`src/rtl/prog_counter.sv`:
```
// Programmable up/down counter: prescaler, limit, wrap/reload/one-shot modes.
// Define PROG_COUNTER_CMP_EN to add the cmp_value/cmp_match comparator.
module prog_counter #(
  parameter int WIDTH      = 16,
  parameter int PRESCALE_W = 8
) (
  input  logic                  aclk,
  input  logic                  aresetn,
  input  logic                  enable,
  input  logic                  inc_dec,
  input  logic [1:0]            mode,
  input  logic                  load,
  input  logic [WIDTH-1:0]      load_value,
  input  logic [WIDTH-1:0]      limit,
  input  logic [PRESCALE_W-1:0] prescale,
`ifdef PROG_COUNTER_CMP_EN
  input  logic [WIDTH-1:0]      cmp_value,
  output logic                  cmp_match,
`endif
  output logic [WIDTH-1:0]      count_out,
  output logic                  tc_pulse,
  output logic                  done,
  output logic                  running
);

  typedef enum logic [1:0] {
    IDLE = 2'd0,
    RUN  = 2'd1,
    DONE = 2'd2
  } state_t;

  localparam logic [1:0] M_RELOAD  = 2'b01;
  localparam logic [1:0] M_ONESHOT = 2'b10;

  state_t                state_q, state_d;
  logic [WIDTH-1:0]      count_q, count_d;
  logic [WIDTH-1:0]      reload_q, reload_d;
  logic [PRESCALE_W-1:0] pre_q, pre_d;
  logic                  tc_q, tc_d;
  logic                  done_q, done_d;
  logic                  run_q;

  logic tick;
  logic term;

  assign tick = (pre_q == prescale);
  // >= so a value loaded above limit still terminates
  assign term = inc_dec ? (count_q == '0) : (count_q >= limit);

  always_comb begin
    state_d  = state_q;
    count_d  = count_q;
    reload_d = reload_q;
    pre_d    = pre_q;
    tc_d     = 1'b0;
    done_d   = done_q;
    if (load) begin
      count_d  = load_value;
      reload_d = load_value;
      pre_d    = '0;
      done_d   = 1'b0;
      unique case (state_q)
        DONE:    state_d = IDLE;
        IDLE:    state_d = enable ? RUN : IDLE;
        default: state_d = RUN;
      endcase
    end else begin
      unique case (state_q)
        IDLE: begin
          if (enable) state_d = RUN;
        end
        RUN: begin
          if (!enable) begin
            state_d = IDLE;
          end else if (tick) begin
            pre_d = '0;
            if (term) begin
              tc_d = 1'b1;
              unique case (mode)
                M_RELOAD: count_d = reload_q;
                M_ONESHOT: begin
                  done_d  = 1'b1;
                  state_d = DONE;
                end
                default: count_d = inc_dec ? limit : '0;
              endcase
            end else begin
              count_d = inc_dec ? count_q - 1'b1 : count_q + 1'b1;
            end
          end else begin
            pre_d = pre_q + 1'b1;
          end
        end
        default: state_d = DONE;
      endcase
    end
  end

  always_ff @(posedge aclk or negedge aresetn) begin
    if (!aresetn) begin
      state_q  <= IDLE;
      count_q  <= '0;
      reload_q <= '0;
      pre_q    <= '0;
      tc_q     <= 1'b0;
      done_q   <= 1'b0;
      run_q    <= 1'b0;
    end else begin
      state_q  <= state_d;
      count_q  <= count_d;
      reload_q <= reload_d;
      pre_q    <= pre_d;
      tc_q     <= tc_d;
      done_q   <= done_d;
      run_q    <= (state_d == RUN);
    end
  end

  assign count_out = count_q;
  assign tc_pulse  = tc_q;
  assign done      = done_q;
  assign running   = run_q;

`ifdef PROG_COUNTER_CMP_EN
  logic cmp_q;

  always_ff @(posedge aclk or negedge aresetn) begin
    if (!aresetn) begin
      cmp_q <= 1'b0;
    end else begin
      cmp_q <= (state_q != IDLE) && (count_q == cmp_value);
    end
  end

  assign cmp_match = cmp_q;
`endif

endmodule

```
`config.mk`:
```
export PLATFORM = sky130hd
export DESIGN_NAME = prog_counter
export DESIGN_NICKNAME = d
export VERILOG_FILES = /design/src/rtl/prog_counter.sv
export SDC_FILE = /design/constraint.sdc
export NUM_CORES = 1
export LEC_CHECK = 0
export CAP_MARGIN = 20
export CORE_MARGIN = 8
export CORE_UTILIZATION = 58
export DETAILED_ROUTE_END_ITERATION = 8
export DONT_BUFFER_PORTS = 1
export PLACE_DENSITY = 0.79
export SLEW_MARGIN = 20
export SYNTH_ARGS = -nofsm -noshare
export SYNTH_HDL_FRONTEND = slang
export SYNTH_SLANG_ARGS = --single-unit
```
`constraint.sdc`:
```
create_clock -name aclk -period 2.4 [get_ports aclk]
set_input_delay 0.48 -clock aclk [delete_from_list [all_inputs] [get_ports aclk]]
set_output_delay 0.48 -clock aclk [all_outputs]
set_load 0.1 [all_outputs]
```
==> impl_metrics.json <==
{
  "status": "finished with violations",
  "violations": "setup timing",
  "htree_levels": 2,
  "area_growth_pct": 28.27,
  "yosysWarningCount": 0,
  "grt_max_degree": 47,
  "dpl.cell_count": 541,
  "arrival_ns": 2.68,
  "worstPathRequired_ns": 2.61,
  "antennaDiodeCount": 0,
  "finalHoldViolCount": 0,
  "grt_overflow": 0,
  "stdcell_count": 561,
  "num_rows": 29,
  "fill_cells": 424,
  "portBuffers": 0,
  "place_congestion": 0.9331,
  "ys_top_cells_by_count": "45 x dfrtp_1, 33 x a21oi_1, 31 x ha_1, 31 x inv_1, 31 x nand2_1",
  "max_freq_mhz": 404.4,
  "ant_nets": 0,
  "vias_per_cell": 6.652,
  "design.die.area_sq_mm": 0.009182,
  "clk_latency_ns": 0.31,
  "clkTransAtPathRegs_ns": 0.10,
  "track_usage_pct": 25.55,
  "synth.distinct_cells": 67,
  "yosys_register_bits": 45,
  "drc": 0,
  "synth_edf_count": 0,
  "p_leak_nw": 2.003,
  "place_area_sq_mm": 0.004204,
  "cp_max_fo": 6,
  "maxCapViolations": 0,
  "synth_area_leaders": "dfrtp_1 30%, ha_1 10%, a21oi_1 4.5%",
  "layout_min_cycle_time_ns": 2.473,
  "r2r_cells": 9,
  "dr_wl_met3_microns": 1200,
  "routedWlPerCell_microns": 21.65,
  "yosys.area.top_type_share_pct": 30.47,
  "ys_seq_area_share_pct": 30.47,
  "slew_violations": 0,
  "syn_nets": 512,
  "drt_iter0_markers": 354,
  "worst_slew_pin_slew_ns": 0.9181,
  "dp_hpwl_microns": 8335,
  "core_area_sq_mm": 0.006241,
  "regToRegStartpoint": "count_out[7]$_DFFE_PN0P_",
  "fin_skew_ns": 0.01041,
  "wl_met1_microns": 4603,
  "vias": 3732,
  "fin_ws_ns": -0.07270,
  "stdcell_area_sq_mm": 0.004741,
  "synth_cells": 433,
  "first_global_vias": 3736,
  "fin_crit_sh_pct": 103.0,
  "yosysMostFrequentCell": "dfrtp_1",
  "start_kind": "register",
  "r2r_end": "count_out[5]$_DFFE_PN0P_",
  "slew_headroom_pct": 38.80,
  "routed.top_layer": "met4",
  "hold_class": "primary input to asynchronous set/reset pin",
  "route.met2.wl_microns": 5880,
  "design_power_total_mw": 2.636,
  "final_util_pct": 75.96,
  "clockBufferDepth": 2,
  "cts-root-buf": "clkbuf_8",
  "grt_pass1_wl_microns": 18530,
  "async_reset_ff_share_pct": 100.0,
  "whs_ns": 0.006491,
  "vdd_ir_drop_max_mv": 0.3949,
  "io_pins": 66,
  "wl_microns": 12150,
  "crit_path_end_kind": "register",
  "cts_tree": "yes",
  "cts_buffers": 5,
  "drtPass1Iterations": 5,
  "drive_gt1_share_pct": 33.06,
  "yosysTopAreaCell": "dfrtp_1",
  "antenna_found_initial": 0,
  "path_class": "register to register",
  "fp.dieW_microns": 95.83,
  "rsz0062_at_grt": "true",
  "die_h_microns": 95.83,
  "nets": 562,
  "r2r_slack_ns": -0.07,
  "powerDensity_mw_per_mm2": 556.1,
  "setup_viol": 12,
  "synth-main-ff-cell": "dfrtp_1",
  "avgSynthCellArea_sq_um": 8.536,
  "synth_area_sq_mm": 0.003696,
  "clkSinkCount": 45,
  "floorplan.initialDensity_pct": 59.22
}
[report_power, final]
group	leakage [nW]	total [mW]	switching, mW	internal (mW)
registers	0.537	0.903	0.0740	0.829
logic	1.42	1.23	0.748	0.480
clock network	0.0452	0.506	0.294	0.212
total	2.00	2.64	1.12	1.52
[timing repair]
item | CTS | global route
gates resized for setup | 17 | 41
hold buffers | 1 | 0
hold endpoints to repair | 45 | 0
gates cloned | 0 | 2
buffers inserted | 5 | 5
pin swaps | 4 | 23
endpoints found under the setup margin | 15 | 19
[state kept, by name, indices dropped and copies added (netlist names)]
register	count
reload_q	16
state_q	2
running	1
tc_pulse	1
pre_q	8
count_out	16
done	1
[worst max-delay path, stage by stage (launching register included)]
cell	delay, ns
dfrtp_4	0.52
ha_1	0.31
a21oi_1	0.21
o21ai_1	0.16
a21oi_4	0.23
o21ai_4	0.14
a31oi_4	0.30
buf_6	0.18
nor2_1	0.04
o31ai_1	0.27
[kinds of logic (layout without fill, tap and decap cells)]
logic type               Yosys count  count (layout)  share of synthesized area (%)
AO/OA/AOI/OAI                    131             131                          24.41
XOR/XNOR                          20              20                          4.739
adder cells (fa/ha/maj)           32              32                          11.04
buffers and inverters             51             102                          5.992
flip-flops                        45              45                          30.47
multiplexers                      11              11                          3.284
AND/OR/NAND/NOR                  143             143                          20.07
[per-stage QoR]
| step | TNS, ns | setup slack, ns |
|---|---|---|
| 2_1_floorplan | -0.1288 | -0.05871 |
| 3_3_place_gp | -0.07030 | -0.03570 |
| 3_5_place_dp | -0.5234 | -0.07950 |
| 4_1_cts | -0.01092 | -0.01092 |
| 5_1_grt | -1.824 | -0.1888 |
| 6_report | -0.3649 | -0.07270 |
[layer usage]
layer | up-vias | GRT usage [%]
li1 | 1696 | -
met1 | 1779 | 31.38
met2 | 212 | 41.43
met3 | 45 | 5.772
met4 | 0 | 12.55
met5 | - | 0
[cells in the final DEF (no fill, tap or decap), types with 4 or more instances in the layout]
master,Yosys,routed
xor2_1,5,5
o211ai_1,7,7
a211oi_2,1,7
dfrtp_4,0,9
a21oi_1,33,29
inv_1,31,29
nand2_1,31,30
ha_4,0,10
nor3_1,18,16
nand3_1,17,17
o31ai_1,9,8
nor4_2,0,4
dfrtp_1,45,29
o21ai_0,24,22
a21o_1,7,7
ha_1,31,20
clkbuf_8,2,5
dfrtp_2,0,7
mux2_2,9,8
xnor2_1,15,15
nand4_1,9,9
nor2_1,26,25
buf_4,0,56
o21a_1,5,5
nor2b_1,5,5
a31oi_1,5,4
or3_1,7,6
[final cells by class]
cell class                 instances  area [sq um]  area share (%)
inverter                          32         125.1           2.639
sequential                        45          1169           24.65
multi-input combinational        337          2730           57.59
clock buffer                       5         68.82           1.452
clock inverter                     3         25.02          0.5278
timing repair buffer              62         526.8           11.11
tap                               77         96.34           2.032
[how the worst max path moves through the flow]
stage	depth (start not counted)	startpoint	to	slack (ns)
after floorplan	11	inc_dec	count_out[14]$_DFFE_PN0P_	-0.06
after global placement	8	limit[13]	count_out[14]$_DFFE_PN0P_	-0.04
after detailed placement	9	limit[13]	count_out[5]$_DFFE_PN0P_	-0.08
after CTS	9	count_out[1]$_DFFE_PN0P_	count_out[13]$_DFFE_PN0P_	-0.01
after global routing	9	count_out[7]$_DFFE_PN0P_	count_out[5]$_DFFE_PN0P_	-0.19
final	9	count_out[7]$_DFFE_PN0P_	count_out[5]$_DFFE_PN0P_	-0.07
Note: power is estimated with default switching activity, not from simulation.
